**src/rtl/hps_bus_master.sv**
```systemverilog
// hps_bus_master: initiator of the 16-bit HPS command bus (command word + N data words, reply capture).
// Optional macro HPS_MASTER_TIMEOUT_EN adds an io_wait timeout that aborts with an err pulse.
module hps_bus_master #(
    parameter int STROBE_GAP = 3,
    parameter int SETTLE     = 2
`ifdef HPS_MASTER_TIMEOUT_EN
    ,
    parameter int TIMEOUT_CYC = 4096
`endif
) (
    input  logic        clk_sys,
    input  logic        reset_n,
    input  logic        cmd_valid,
    output logic        cmd_ready,
    input  logic [15:0] cmd_code,
    input  logic [9:0]  cmd_len,
    input  logic        cmd_rd,
    input  logic [15:0] wr_data,
    input  logic        wr_valid,
    output logic        wr_ready,
    output logic [15:0] rd_data,
    output logic        rd_valid,
    output logic        done,
    output logic        err,
    output logic        io_enable,
    output logic        io_strobe,
    output logic [15:0] io_din,
    input  logic [15:0] io_dout,
    input  logic        io_wait,
    input  logic        io_wide
);
    localparam int GW = $clog2(STROBE_GAP);
    localparam int SW = $clog2(SETTLE + 1);

    typedef enum logic [2:0] {IDLE, SETUP, CMD, GAP, DATA, END} state_t;

    state_t        state, nxt;
    logic [15:0]   code_q;
    logic [9:0]    rem;
    logic          rd_q;
    logic          last_data;
    logic [GW-1:0] gcnt;
    logic [SW-1:0] scnt;
    logic [15:0]   wide_mask;
    logic          accept, cmd_go, data_go, gap_last, settled, tmo;

    // Strobes are registered: io_wait is sampled the cycle before the strobe appears
    assign accept    = cmd_ready & cmd_valid;
    assign cmd_go    = (state == CMD) & ~io_wait;
    assign data_go   = (state == DATA) & ~io_wait & (rd_q | wr_valid);
    assign gap_last  = (state == GAP) & (gcnt == GW'(STROBE_GAP - 2));
    assign settled   = scnt == SW'(SETTLE - 1);
    assign wide_mask = {{8{io_wide}}, 8'hFF};

`ifdef HPS_MASTER_TIMEOUT_EN
    localparam int WW = $clog2(TIMEOUT_CYC + 1);
    logic [WW-1:0] wcnt;
    logic          stalled;
    assign stalled = ((state == CMD) | (state == DATA)) & io_wait;
    assign tmo     = stalled & (wcnt == WW'(TIMEOUT_CYC - 1));

    // Count consecutive stalled cycles; abort pulse when the limit is reached
    always_ff @(posedge clk_sys or negedge reset_n) begin
        if (!reset_n) begin
            wcnt <= '0;
            err  <= 1'b0;
        end else begin
            wcnt <= (stalled & ~tmo) ? wcnt + 1'b1 : '0;
            err  <= tmo;
        end
    end
`else
    assign tmo = 1'b0;
    assign err = 1'b0;
`endif

    // State register
    always_ff @(posedge clk_sys or negedge reset_n) begin
        if (!reset_n) state <= IDLE;
        else          state <= nxt;
    end

    // Next-state logic; a timeout overrides everything and closes the transaction
    always_comb begin
        nxt = state;
        case (state)
            IDLE:    if (accept) nxt = SETUP;
            SETUP:   nxt = CMD;
            CMD:     if (cmd_go) nxt = GAP;
            GAP:     if (gap_last) nxt = (rem == '0) ? END : DATA;
            DATA:    if (data_go) nxt = GAP;
            END:     if (settled) nxt = IDLE;
            default: nxt = IDLE;
        endcase
        if (tmo) nxt = END;
    end

    // Bus outputs, handshakes, counters and transaction registers
    always_ff @(posedge clk_sys or negedge reset_n) begin
        if (!reset_n) begin
            cmd_ready <= 1'b0;
            wr_ready  <= 1'b0;
            rd_data   <= '0;
            rd_valid  <= 1'b0;
            done      <= 1'b0;
            io_enable <= 1'b0;
            io_strobe <= 1'b0;
            io_din    <= '0;
            code_q    <= '0;
            rem       <= '0;
            rd_q      <= 1'b0;
            last_data <= 1'b0;
            gcnt      <= '0;
            scnt      <= '0;
        end else begin
            cmd_ready <= nxt == IDLE;
            io_strobe <= cmd_go | data_go;
            wr_ready  <= data_go & ~rd_q;
            rd_valid  <= gap_last & last_data;
            done      <= (state == END) & (scnt == '0);
            gcnt      <= ((state == GAP) & ~gap_last) ? gcnt + 1'b1 : '0;
            scnt      <= (state == END) ? scnt + 1'b1 : '0;
            if (accept) begin
                code_q <= cmd_code;
                rem    <= cmd_len;
                rd_q   <= cmd_rd;
            end
            if (state == SETUP) io_enable <= 1'b1;
            if (state == END)   io_enable <= 1'b0;
            if (cmd_go) begin
                io_din    <= code_q & wide_mask;
                last_data <= 1'b0;
            end
            if (data_go) begin
                io_din    <= rd_q ? 16'h0000 : (wr_data & wide_mask);
                rem       <= rem - 1'b1;
                last_data <= 1'b1;
            end
            if (gap_last & last_data) rd_data <= io_dout & wide_mask;
        end
    end
endmodule

```
**config.mk**
```make
export PLATFORM = sky130hd
export DESIGN_NAME = hps_bus_master
export DESIGN_NICKNAME = d
export VERILOG_FILES = /design/src/rtl/hps_bus_master.sv
export SDC_FILE = /design/constraint.sdc
export NUM_CORES = 1
export LEC_CHECK = 0
export CORE_MARGIN = 1
export CORE_UTILIZATION = 35
export DETAILED_ROUTE_END_ITERATION = 16
export GPL_TIMING_DRIVEN = 0
export PLACE_DENSITY_LB_ADDON = 0.08
export SLEW_MARGIN = 15
export SYNTH_ARGS = -nofsm -noshare
export SYNTH_HDL_FRONTEND = slang
export SYNTH_SLANG_ARGS = --single-unit
```
**constraint.sdc**
```tcl
create_clock -name clk_sys -period 4.4 [get_ports clk_sys]
set_clock_uncertainty 0.1 [all_clocks]
set_input_delay 0.88 -clock clk_sys [delete_from_list [all_inputs] [get_ports clk_sys]]
set_output_delay 0.88 -clock clk_sys [all_outputs]
set_load 0.05 [all_outputs]
```
==> impl_results.md <==
- Buffer count from post-CTS setup fixing: 0
- Total of max-cap violations: 0
- Resized Gates After CTS: 0
- Antenna-violating nets left: 0
- H-tree levels: 3
- Leading register cell type out of synthesis: sky130_fd_sc_hd__dfrtp_1
- Net Count, Synth: 367
- Time the worst path needs with I/O delays and setup: 2.640 ns
- Sum of internal, switching and leakage power: 0.003023 W
- Number of clock sinks: 73
- Die W: 100.4 um
- Iteration count of the initial detailed-routing pass: 5
- Initial standard-cell utilization of the core: 36.32%
- Count of flip-flops with a built-in enable after synthesis: 0
- Worst Hold Class: reg2reg
- Startpoint kind of the worst setup timing path: primary input
- Async SR Flop Fraction: 100.0%
- Category of the worst setup path capture point: flip-flop
- Mapped cell area: 3388 sq um
- Ratio of total power to cell area: 624.3 nW/um^2
- Number of instances in the synthesized netlist: 297
- Yosys top cell by area: sky130_fd_sc_hd__dfrtp_1
- Routed vias: 2688
- Commonest cells after routing, fill and taps aside: 100 x sky130_fd_sc_hd__clkdlybuf4s50_1, 73 x sky130_fd_sc_hd__dfrtp_1, 28 x sky130_fd_sc_hd__nand2_1
- Drt first-iter violations: 80
- Area growth from synthesis to final layout: 42.91%
- Result of the run: complete, no violations
- Critical Path Fanout Max: 10
- Std-Cell Rows: 35
- Fmax: 378.8 MHz
- Count of buffers inserted at the top-level ports: 101
- Count of warnings emitted by yosys: 0
- Most common library cell in the layout ignoring fill and taps: sky130_fd_sc_hd__clkdlybuf4s50_1
- Clock tree from TritonCTS: built
- Worst-margin pin slew: 0.7376 ns
- Share of post-route cells with drive strength above 1: 16.18%
- DIE AREA: 10080 sq um
- Critical path class: in2reg
- Netlist cell types: 55
- Global-route wire length before repair: 13.48 mm
- Gp weighted congestion: 0.7976
- Wire length per cell: 15.49 um
- Tot GR Track Use: 17.87%
- DRC Markers: 0
- Max-slew headroom at the worst pin: 50.60%
- Sequential cell area fraction in the yosys report: 53.91%
- Top post-synthesis cells by area: sky130_fd_sc_hd__dfrtp_1 54%, sky130_fd_sc_hd__mux2_2 8.3%, sky130_fd_sc_hd__nand2_1 3.1%
- Total length of routed wires: 8.411 mm
- Final count of negative-setup-slack endpoints: 0
- Data required time at the worst endpoint: 4.57 ns
- Maximum buffer depth of the clock tree: 2
- Share of the clock period used by the worst path after layout: 59.99%
- Height of the die: 100.4 um
- Final max-slew violation count: 0
- Area share of the largest cell type after synthesis: 53.91%
- Drt via density: 4.950
- Vias in the first global route: 2683
- Area of the core: 9328 sq um
- I/O pin count: 104
- Gr ovfl total: 0
- Final HPWL DP: 5.905 mm
- Insertion delay of the later-clocked pin in the worst-skew pair: 0.35 ns
- CTS Root Cell: sky130_fd_sc_hd__clkbuf_8
- Worst vdd rail ir drop: 0.0003147 V
- Area post-placement: 4586 sq um
- FF+latch count, synth: 73
- Number of nets in the layout: 480
- Antenna violations before repair: 0
- Hold Vio Cnt, Final: 0
- Setup repair after global routing missed its margin: no
- Clock buffers created by TritonCTS: 9
- Largest net degree at the start of global routing: 44
- Leakage dissipation: 2.040 nW
- Final standard cell area without fillers: 4842 sq um
- Crit path DAT: 2.81 ns
- Count of inserted antenna diode cells: 0
- Hold_buf cts: 0
- Mean area per synthesized cell: 11.41 sq um
- Clock transition at the register clock pins on the worst setup and hold paths after CTS: 0.08 ns
layer usage:
metal  routed length [um]  track usage (%)
met1                 3844            23.65
met2                 3915            27.29
met3                  522            5.710
met4                  128            6.912
met5                    0                0
synthesized netlist by cell type (2+ instances only):
library cell and instances:
sky130_fd_sc_hd__o21ai_0 16, sky130_fd_sc_hd__buf_4 2, sky130_fd_sc_hd__nand3_2 2, sky130_fd_sc_hd__a221o_1 4
sky130_fd_sc_hd__nor3_1 6, sky130_fd_sc_hd__inv_1 11, sky130_fd_sc_hd__nor2b_1 8, sky130_fd_sc_hd__buf_6 2
sky130_fd_sc_hd__a21oi_1 14, sky130_fd_sc_hd__nor4_1 3, sky130_fd_sc_hd__nand3_1 3, sky130_fd_sc_hd__ha_1 5
sky130_fd_sc_hd__or3_1 2, sky130_fd_sc_hd__a32o_1 2, sky130_fd_sc_hd__nor2_1 6, sky130_fd_sc_hd__a21boi_0 2
sky130_fd_sc_hd__nand2b_1 4, sky130_fd_sc_hd__nor3_4 2, sky130_fd_sc_hd__mux2_2 25, sky130_fd_sc_hd__clkbuf_1 3
sky130_fd_sc_hd__nand2_1 28, sky130_fd_sc_hd__buf_2 7, sky130_fd_sc_hd__dfrtp_1 73, sky130_fd_sc_hd__a31oi_1 10
sky130_fd_sc_hd__mux2i_1 8, sky130_fd_sc_hd__o2bb2ai_1 8, sky130_fd_sc_hd__and3_1 5, sky130_fd_sc_hd__nand3b_1 9
critical path, cell delays in order:
cell	delay (ns)
sky130_fd_sc_hd__clkdlybuf4s50_1	0.44
sky130_fd_sc_hd__nor2_1	0.33
sky130_fd_sc_hd__clkbuf_1	0.47
sky130_fd_sc_hd__nand3_1	0.42
sky130_fd_sc_hd__o2bb2ai_1	0.26
final timing paths:
path	depth (start not counted)	slack (ns)	end	from
max	5	1.76	io_din[9]$_DFFE_PN0P_	io_wait
min	1	0.36	gcnt[0]$_DFF_PN0_	gcnt[0]$_DFF_PN0_
max reg2reg	4	2.34	io_din[9]$_DFFE_PN0P_	state[0]$_DFF_PN0_
min reg2reg	1	0.36	gcnt[0]$_DFF_PN0_	gcnt[0]$_DFF_PN0_
max in group asynchronous	2	3.27	code_q[5]$_DFFE_PN0P_	reset_n
min in group asynchronous	1	0.37	io_enable$_DFFE_PN0P_	reset_n
flip-flops by register name, indices dropped and copies added (netlist names):
name       count
done           1
io_strobe      1
code_q        16
rd_data       16
last_data      1
rd_valid       1
io_enable      1
gcnt           2
cmd_ready      1
rd_q           1
wr_ready       1
io_din        16
scnt           2
rem           10
state          3
layout make-up:
type | instances | area [sq um]
buffer | 15 | 87.58
clock inverter | 5 | 128.9
tap | 129 | 161.4
inverter | 12 | 45.04
sequential | 73 | 1827
clock buffer | 10 | 127.6
multi-input combinational | 197 | 1429
timing repair buffer | 102 | 1036
fill | 899 | 4486
report_power, final:
part           internal, W  switching, W  total, W
clock             0.000432      0.000256  0.000689
sequential        0.000910      0.000161   0.00107
combinational     0.000512      0.000752   0.00126
through the flow:
step | hold slack (ns) | setup WS, ns | TNS [ns] | utilization, % | std cells
floorplan | 0.3150 | 2.267 | 0 | - | 297
global placement | 0.3266 | -0.3854 | -27.79 | 48.89 | 527
detailed placement | 0.3505 | 1.417 | 0 | 49.16 | 528
CTS | 0.3610 | 1.774 | 0 | 51.91 | 543
global route | 0.3779 | 1.714 | 0 | 51.91 | 543
finish | 0.3567 | 1.760 | 0 | 51.91 | 543
logic make-up (layout without fill, tap and decap cells):
group                    count (synthesis)  in the layout  share of synthesized area (%)
multiplexers                            33             33                          10.67
flip-flops                              73             73                          53.91
AO/OA/AOI/OAI                           69             69                          13.92
adder cells (fa/ha/maj)                  5              5                          1.846
AND/OR/NAND/NOR                         89             89                          15.62
buffers and inverters                   27            144                          3.914
other                                    1              1                         0.1107
Power figures use the tool's default switching activity.
